[config.mk]
export PLATFORM = sky130hd
export DESIGN_NAME = hazard_tracker_flat
export DESIGN_NICKNAME = d
export VERILOG_FILES = /design/src/rtl/hazard_tracker_if.sv /design/src/rtl/hazard_tracker.sv /design/src/flat_wrapper.sv
export SDC_FILE = /design/constraint.sdc
export NUM_CORES = 1
export LEC_CHECK = 0
export BUFFER_PORTS_ARGS = -buffer_cell sky130_fd_sc_hd__buf_2
export CAP_MARGIN = 20
export CORE_ASPECT_RATIO = 0.7
export CORE_UTILIZATION = 45
export DETAILED_ROUTE_END_ITERATION = 10
export PLACE_DENSITY_LB_ADDON = 0.05
export SYNTH_ARGS = -nofsm -noshare
export SYNTH_HDL_FRONTEND = slang
export SYNTH_SLANG_ARGS = --single-unit
[constraint.sdc]
create_clock -name clk -period 3.3 [get_ports clk]
set_input_delay 0.66 -clock clk [delete_from_list [all_inputs] [get_ports clk]]
set_output_delay 0.66 -clock clk [all_outputs]
set_load 0.005 [all_outputs]
[src/rtl/hazard_tracker_if.sv]
// D-stage request and tracked-stage status bundle between the decoder and hazard_tracker.
// The master drives the D-stage fields; the slave (tracker) returns stall and per-stage state.
interface hazard_tracker_if;
  logic [4:0] ReReg1_D;
  logic [4:0] ReReg2_D;
  logic [1:0] Tuse_rs_D;
  logic [1:0] Tuse_rt_D;
  logic [4:0] WrReg_D;
  logic       RegWr_D;
  logic [1:0] Tnew_D;
  logic [1:0] md_op_D;
  logic       md_use_D;

  logic       stall;
  logic [4:0] WrReg_E;
  logic [4:0] WrReg_M;
  logic [4:0] WrReg_W;
  logic       RegWr_E;
  logic       RegWr_M;
  logic       RegWr_W;
  logic       generated_E;
  logic       generated_M;
  logic       generated_W;
  logic       md_busy;

  modport master (
    output ReReg1_D, ReReg2_D, Tuse_rs_D, Tuse_rt_D, WrReg_D, RegWr_D, Tnew_D, md_op_D, md_use_D,
    input  stall, WrReg_E, WrReg_M, WrReg_W, RegWr_E, RegWr_M, RegWr_W,
           generated_E, generated_M, generated_W, md_busy
  );

  modport slave (
    input  ReReg1_D, ReReg2_D, Tuse_rs_D, Tuse_rt_D, WrReg_D, RegWr_D, Tnew_D, md_op_D, md_use_D,
    output stall, WrReg_E, WrReg_M, WrReg_W, RegWr_E, RegWr_M, RegWr_W,
           generated_E, generated_M, generated_W, md_busy
  );
endinterface

[src/rtl/hazard_tracker.sv]
// Producer-side hazard tracker: follows each issued write-back through E/M/W with its Tnew,
// raises the D-stage stall on Tnew/Tuse conflicts and owns the mult/div busy counter.
module hazard_tracker #(
  parameter int MULT_CYC = 5,
  parameter int DIV_CYC  = 10
) (
  input logic             clk,
  input logic             rst_n,
  hazard_tracker_if.slave hz
);

  localparam int CntW = $clog2(DIV_CYC + 1);
  localparam logic [1:0] MdNone = 2'b00;
  localparam logic [1:0] MdMult = 2'b01;
  localparam logic [1:0] MdDiv  = 2'b10;

  logic            regWrE, regWrM, regWrW;
  logic [4:0]      wrRegE, wrRegM, wrRegW;
  logic [1:0]      tnewE, tnewM;
  logic [1:0]      mdOpE;
  logic [CntW-1:0] mdCnt;
  logic            rsStall, rtStall, mdStall, stallInt;

  // W never needs a Tnew: anything reaching W has its value by definition.
  always_comb begin
    rsStall = (hz.ReReg1_D != 5'd0) && (hz.Tuse_rs_D != 2'd3) &&
              ((regWrE && (wrRegE == hz.ReReg1_D) && (tnewE > hz.Tuse_rs_D)) ||
               (regWrM && (wrRegM == hz.ReReg1_D) && (tnewM > hz.Tuse_rs_D)));
    rtStall = (hz.ReReg2_D != 5'd0) && (hz.Tuse_rt_D != 2'd3) &&
              ((regWrE && (wrRegE == hz.ReReg2_D) && (tnewE > hz.Tuse_rt_D)) ||
               (regWrM && (wrRegM == hz.ReReg2_D) && (tnewM > hz.Tuse_rt_D)));
    mdStall  = hz.md_use_D && ((mdCnt != '0) || (mdOpE != MdNone));
    stallInt = rsStall || rtStall || mdStall;
  end

  always_ff @(posedge clk or negedge rst_n) begin
    if (!rst_n) begin
      regWrE <= 1'b0;
      wrRegE <= 5'd0;
      tnewE  <= 2'd0;
      mdOpE  <= MdNone;
      regWrM <= 1'b0;
      wrRegM <= 5'd0;
      tnewM  <= 2'd0;
      regWrW <= 1'b0;
      wrRegW <= 5'd0;
    end else begin
      regWrW <= regWrM;
      wrRegW <= wrRegM;
      regWrM <= regWrE;
      wrRegM <= wrRegE;
      tnewM  <= (tnewE == 2'd0) ? 2'd0 : tnewE - 2'd1;
      if (stallInt) begin
        regWrE <= 1'b0;
        wrRegE <= 5'd0;
        tnewE  <= 2'd0;
        mdOpE  <= MdNone;
      end else begin
        regWrE <= hz.RegWr_D;
        wrRegE <= hz.WrReg_D;
        tnewE  <= hz.Tnew_D;
        mdOpE  <= hz.md_op_D;
      end
    end
  end

  // The counter starts as the op leaves E; the md stall guarantees it is idle at that point.
  always_ff @(posedge clk or negedge rst_n) begin
    if (!rst_n) begin
      mdCnt <= '0;
    end else if (mdOpE == MdMult) begin
      mdCnt <= CntW'(MULT_CYC);
    end else if (mdOpE == MdDiv) begin
      mdCnt <= CntW'(DIV_CYC);
    end else if (mdCnt != '0) begin
      mdCnt <= mdCnt - CntW'(1);
    end
  end

  assign hz.stall       = stallInt;
  assign hz.RegWr_E     = regWrE;
  assign hz.RegWr_M     = regWrM;
  assign hz.RegWr_W     = regWrW;
  assign hz.WrReg_E     = wrRegE;
  assign hz.WrReg_M     = wrRegM;
  assign hz.WrReg_W     = wrRegW;
  assign hz.generated_E = regWrE && (tnewE == 2'd0);
  assign hz.generated_M = regWrM && (tnewM == 2'd0);
  assign hz.generated_W = regWrW;
  assign hz.md_busy     = (mdCnt != '0);

endmodule

[src/flat_wrapper.sv]
// flat-port wrapper written by rule: the top's interface ports become plain ports
module hazard_tracker_flat 
#(
  parameter int MULT_CYC = 5,
  parameter int DIV_CYC  = 10
)
  (clk, rst_n, hz_ReReg1_D, hz_ReReg2_D, hz_Tuse_rs_D, hz_Tuse_rt_D, hz_WrReg_D, hz_RegWr_D, hz_Tnew_D, hz_md_op_D, hz_md_use_D, hz_stall, hz_WrReg_E, hz_WrReg_M, hz_WrReg_W, hz_RegWr_E, hz_RegWr_M, hz_RegWr_W, hz_generated_E, hz_generated_M, hz_generated_W, hz_md_busy);
  hazard_tracker_if hz_i ();
  input logic clk;
  input logic rst_n;
  input wire logic [$bits(hz_i.ReReg1_D)-1:0] hz_ReReg1_D;
  input wire logic [$bits(hz_i.ReReg2_D)-1:0] hz_ReReg2_D;
  input wire logic [$bits(hz_i.Tuse_rs_D)-1:0] hz_Tuse_rs_D;
  input wire logic [$bits(hz_i.Tuse_rt_D)-1:0] hz_Tuse_rt_D;
  input wire logic [$bits(hz_i.WrReg_D)-1:0] hz_WrReg_D;
  input wire logic [$bits(hz_i.RegWr_D)-1:0] hz_RegWr_D;
  input wire logic [$bits(hz_i.Tnew_D)-1:0] hz_Tnew_D;
  input wire logic [$bits(hz_i.md_op_D)-1:0] hz_md_op_D;
  input wire logic [$bits(hz_i.md_use_D)-1:0] hz_md_use_D;
  output wire logic [$bits(hz_i.stall)-1:0] hz_stall;
  output wire logic [$bits(hz_i.WrReg_E)-1:0] hz_WrReg_E;
  output wire logic [$bits(hz_i.WrReg_M)-1:0] hz_WrReg_M;
  output wire logic [$bits(hz_i.WrReg_W)-1:0] hz_WrReg_W;
  output wire logic [$bits(hz_i.RegWr_E)-1:0] hz_RegWr_E;
  output wire logic [$bits(hz_i.RegWr_M)-1:0] hz_RegWr_M;
  output wire logic [$bits(hz_i.RegWr_W)-1:0] hz_RegWr_W;
  output wire logic [$bits(hz_i.generated_E)-1:0] hz_generated_E;
  output wire logic [$bits(hz_i.generated_M)-1:0] hz_generated_M;
  output wire logic [$bits(hz_i.generated_W)-1:0] hz_generated_W;
  output wire logic [$bits(hz_i.md_busy)-1:0] hz_md_busy;
  assign hz_i.ReReg1_D = hz_ReReg1_D;
  assign hz_i.ReReg2_D = hz_ReReg2_D;
  assign hz_i.Tuse_rs_D = hz_Tuse_rs_D;
  assign hz_i.Tuse_rt_D = hz_Tuse_rt_D;
  assign hz_i.WrReg_D = hz_WrReg_D;
  assign hz_i.RegWr_D = hz_RegWr_D;
  assign hz_i.Tnew_D = hz_Tnew_D;
  assign hz_i.md_op_D = hz_md_op_D;
  assign hz_i.md_use_D = hz_md_use_D;
  assign hz_stall = hz_i.stall;
  assign hz_WrReg_E = hz_i.WrReg_E;
  assign hz_WrReg_M = hz_i.WrReg_M;
  assign hz_WrReg_W = hz_i.WrReg_W;
  assign hz_RegWr_E = hz_i.RegWr_E;
  assign hz_RegWr_M = hz_i.RegWr_M;
  assign hz_RegWr_W = hz_i.RegWr_W;
  assign hz_generated_E = hz_i.generated_E;
  assign hz_generated_M = hz_i.generated_M;
  assign hz_generated_W = hz_i.generated_W;
  assign hz_md_busy = hz_i.md_busy;
  hazard_tracker #(.MULT_CYC(MULT_CYC), .DIV_CYC(DIV_CYC)) u_core (.clk(clk), .rst_n(rst_n), .hz(hz_i));
endmodule
Yosys cells after proc, flatten, opt, wreduce, memory -nomap -nowiden
Index checks and enable logic that the tools add are counted.

Magnitude comparators: 4. Add/sub/neg operators: 2. Muxes and demuxes: 8. Reductions and logical operators: 27. Equality and inequality tests: 8.

Operators with widths (count): $eq 5x5->1 (4); $logic_and 1x1->1 (15); $mux 4 (3); $reduce_bool 5->1 (2); $gt 2x2->1 (4); $mux 2 (3); $logic_or 1x1->1 (5); $mux 5 (1); $logic_not 2->1 (2); $ne 2x2->1 const B (2); $reduce_bool 4->1 (1); $sub 4x1->4 const B (1); $reduce_bool 3->1 (1); $eq 2x1->1 const B (1); $eq 2x2->1 const B (1); $reduce_bool 2->1 (1); $sub 2x1->2 const B (1); $mux 1 (1).

Word-level logic and storage cells: 59. Register bits after elaboration: 28. Input bits: 27. Output and inout bits: 23.

Logic depth before layout (Yosys ltp)
Depth in word-level cells: 8. Mapped depth: 9. Mapped depth without buffers: 8.

Least setup slack after synthesis
No wires, ideal clock.

Kind: input-to-output. Start: input hz_Tuse_rt_D[1]. End: output hz_stall. Path slack: 0.667 ns. Data required time: 2.640 ns. Buffers on the path: 0. Arrival time: 1.973 ns. Stages: 6. Cell sequence: inv_1 > ha_1 > a21oi_1 > or4_1 > a221oi_2 > or3b_1.

Word-level cells in the longest chain between the ends: 6. Elaborated cells between the ends (all ways): 10. Classes of those cells: 2 x order compare; 1 x eq/ne; 7 x reduce/logical.

RTL lines: start, declared (RTL line flat_wrapper.sv:14) `input wire logic [$bits(hz_i.Tuse_rt_D)-1:0] hz_Tuse_rt_D;`; $gt 2x2->1, on equally long branches (RTL line hazard_tracker.sv:30, hazard_tracker.sv:31); $logic_and 1x1->1, on equally long branches (RTL line hazard_tracker.sv:30, hazard_tracker.sv:31); $logic_or 1x1->1 (RTL line hazard_tracker.sv:30) `((regWrE && (wrRegE == hz.ReReg2_D) && (tnewE > hz.Tuse_rt_D)) ||`; $logic_and 1x1->1 (*) (RTL line hazard_tracker.sv:29) `rtStall = (hz.ReReg2_D != 5'd0) && (hz.Tuse_rt_D != 2'd3) &&`; $logic_or 1x1->1 (*) (2 in series) (RTL line hazard_tracker.sv:33) `stallInt = rsStall || rtStall || mdStall;`; end, declared (RTL line flat_wrapper.sv:20) `output wire logic [$bits(hz_i.stall)-1:0] hz_stall;`.

Mark *: on every way between the ends. The rest lies on a longest branch, timed or not.

Worst setup path in the final report
Start: input hz_Tuse_rs_D[1]. End: output hz_stall.

Word-level cells in the longest chain between the ends: 6. Elaborated cells between the ends (all ways): 10. Classes of those cells: 2 x order compare; 1 x eq/ne; 7 x reduce/logical.

RTL lines: start, declared (RTL line flat_wrapper.sv:13) `input wire logic [$bits(hz_i.Tuse_rs_D)-1:0] hz_Tuse_rs_D;`; $gt 2x2->1, on equally long branches (RTL line hazard_tracker.sv:27, hazard_tracker.sv:28); $logic_and 1x1->1, on equally long branches (RTL line hazard_tracker.sv:27, hazard_tracker.sv:28); $logic_or 1x1->1 (RTL line hazard_tracker.sv:27) `((regWrE && (wrRegE == hz.ReReg1_D) && (tnewE > hz.Tuse_rs_D)) ||`; $logic_and 1x1->1 (*) (RTL line hazard_tracker.sv:26) `rsStall = (hz.ReReg1_D != 5'd0) && (hz.Tuse_rs_D != 2'd3) &&`; $logic_or 1x1->1 (*) (2 in series) (RTL line hazard_tracker.sv:33).

Marks and branches as above.

==> key figures <==
Power
  – Power Total: approximately 0.92 mW
  – Power per Cell Area: approximately 490 nW/um2
  – Worst vdd ir: around 0.27 mV
  – Leakage: approximately 0.96 nW

Clock tree
  – CTS Sinks: 28
  – Clock buffer depth: 2
  – CTS tree: built
  – Post-CTS Resized: 0
  – Total CTS buffers: 3
  – CTS Root Cell: clkbuf_8
  – Clock-pin slew on the worst setup and hold paths: approximately 0.09 ns
  – Later-pin clock latency in the skew report: 0.27 ns
  – # H-tree levels: 1
  – Number of hold buffers added after CTS: 0
  – Setup Buffers After CTS: 0

Synth
  – Syn nets: about 180
  – Synthesized area per cell: 10.7 um2
  – Number of distinct library cells after synthesis: 26
  – Seq/Total Area, Yosys: about 46%
  – Syn. warnings: 0
  – Ys flop type: dfrtp_1
  – Post-synth EDFFs: 0
  – Mapped Cells: around 140
  – Post-Syn Area: 1530 um2
  – #FFs+latches synth: 28
  – Post-synth ARST share: 100%

Global routing
  – Gr ovfl total: 0
  – Vias in the first global route: 1187
  – Largest net degree at the start of global routing: 29
  – First-pass GRT wire length: 5360 um
  – Antenna violations before repair: 0
  – Gr usage total: around 20%

Layout
  – Fill cell count: a little under 300
  – Area grow syn2layout: 22.1%
  – Most frequent cells in the layout: buf_2, dfrtp_1, xnor2_1, inv_1, nand2_1
  – Final core utilization: 58.4%
  – Post-route cell area: roughly 1900 um2
  – Area of the multi-input gates: roughly 740 um2
  – Fin cells: ~230
  – Most common cell after layout, fill and taps aside: buf_2
  – Seq. cell area: between 700 and 800 um2
  – Layout cells sized above 1: between 30% and 40%
  – Antenna Diode Count: 0
  – Nets: 232

Placement
  – Final Wtd Congestion: ~0.85
  – Post-DP HPWL: 2620 um
  – Cell Area, Placed: ~1800 um2
  – IO buf count: ~50
  – Dpl cells: between 200 and 250
  – Post-place setup slack: roughly 0.33 ns

Critical path
  – Crit path launch type: primary input
  – Critical path origin: hz_Tuse_rs_D[1]
  – Most Frequent Cell on Critical Path: buf_2
  – FF-to-FF End: u_core.tnewE[1]
  – Crit. path cell count: 9
  – CP Data Arrival Time: 2.32 ns
  – Worst path max stage delay: about 0.42 ns
  – Worst Path Required: 2.64 ns
  – Cell Chain, Critical Path: buf_2 -> inv_1 -> ha_1 -> nand2_1 -> nand3_1 -> or4_4 -> a221oi_2 -> or3b_1 -> buf_2
  – CP Buf/Inv Count: 3
  – Max FO, Critical Path: 2
  – Worst R2R Setup Slack: 1.16 ns
  – Setup crit end: hz_stall
  – CP Class: in2out
  – Critical path's top delay family: simple AND/OR/NAND/NOR gates
  – Worst R2R Start: u_core.tnewE[1]
  – CP Capture Type: output pin
  – Critical-path top delay cell: or4_4
  – Path depth of the worst reg2reg path: 6

Floorplan
  – Die width: 71.6 um
  – Cell Rows: 17
  – Die H: just over 50 um
  – Initial Util: 47.8%
  – Die area: 3630 um2
  – Ports: 50
  – Core box area: around 3200 um2

Timing
  – Clock skew: 0.00233 ns
  – Final Setup Violations: 0
  – Worst slew pin tran: 0.605 ns
  – Final Max Slew Viols: 0
  – Hold WS: ~0.38 ns
  – RSZ-0062 raised after global routing: false
  – Final Cycle Share: 90.2%
  – Post-route minimum period: roughly 3.0 ns
  – Relative slew slack: between 50 and 60%
  – Final WS setup: between 0.3 and 0.4 ns
  – Max Freq: 336 MHz
  – Fin. Hold Viols: 0
  – TNS Setup: 0 ns

Routing
  – # DRC: 0
  – DRT Pass-1 Iters: 4
  – Total wire length: 3240 um
  – Routed via count: 1170
  – Avg WL per Cell: 14.0 um
  – Via density per instance: 5.04
  – Routed Antenna Nets: 0
  – Iteration-0 DRC Markers: 48

Run
  – Max Cap Viol: 0

Hold path
  – Worst Hold Class: in2async

Run status
  – Status: completed
## state kept, by name (all words and copies together), names as in the netlist
| register | flops |
|---|---|
| u_core.hz.WrReg_E | 5 |
| u_core.hz.WrReg_M | 5 |
| u_core.hz.WrReg_W | 5 |
| u_core.mdCnt | 4 |
| u_core.mdOpE | 2 |
| u_core.tnewE | 2 |
| u_core.tnewM | 2 |
| u_core.hz.RegWr_E | 1 |
| u_core.hz.RegWr_M | 1 |
| u_core.hz.RegWr_W | 1 |
## cell type report
class                   count  share of cell area [%]
repair buffers             52                    14.4
multi-input cells          96                    39.7
inverters                  14                    2.82
well taps                  38                    2.55
clock buffers               4                    2.96
flip-flops and latches     28                    37.6
## worst min path at each step
stage                      endpoint  slack (ns)  depth (start not counted)
3_5_place_dp      u_core.hz.RegWr_W        0.46                          0
5_1_grt        u_core.hz.WrReg_W[1]        0.44                          1
3_3_place_gp      u_core.hz.RegWr_W        0.45                          0
4_1_cts             u_core.tnewM[1]        0.41                          1
2_1_floorplan     u_core.hz.RegWr_E        0.36                          0
6_report            u_core.mdCnt[0]        0.38                          1
## Yosys cell counts (2+ instances only)
| cell type | number | area (um2) |
|---|---|---|
| dfrtp_1 | 28 | 701 |
| xnor2_1 | 17 | 149 |
| inv_1 | 14 | 52.6 |
| nand2_1 | 14 | 52.6 |
| ha_1 | 10 | 125 |
| nand3_1 | 10 | 50.1 |
| nor3_2 | 10 | 100 |
| a21oi_1 | 5 | 25.0 |
| or4_1 | 5 | 37.5 |
| maj3_1 | 4 | 40.0 |
| nor2_1 | 4 | 15.0 |
| xor2_1 | 4 | 35.0 |
| a221oi_2 | 2 | 30.0 |
| buf_6 | 2 | 22.5 |
| nor3b_1 | 2 | 15.0 |
## cells by family (layout without fill, tap and decap cells)
family	count (synthesis)	count (layout)	synth area share [%]
AOI/OAI and AO/OA	10	10	4.92
xor gates and xnor gates	21	21	12.1
adders and majority gates	14	14	10.8
buffers and inverters	18	70	5.66
DFF	28	28	45.9
and+or+nand+nor	51	51	20.6
## power by group
part           internal (mW)  switching, mW  total (mW)
Sequential             0.396         0.0470       0.443
Combinational          0.136          0.131       0.266
Clock                  0.107          0.105       0.212
Total                  0.638          0.283       0.921
## routing by layer
| metal | part of all wire [%] | wire length (um) | vias to the layer above | track usage (%) |
|---|---|---|---|---|
| met5 | 0 | 0 | - | 0 |
| met4 | 0.59 | 19 | 0 | 3.59 |
| met3 | 7.2 | 232 | 4 | 5.42 |
| met2 | 45 | 1450 | 48 | 32.5 |
| met1 | 48 | 1550 | 539 | 26.8 |
| li1 | - | - | 579 | - |
(Power assumes the default switching activity.)
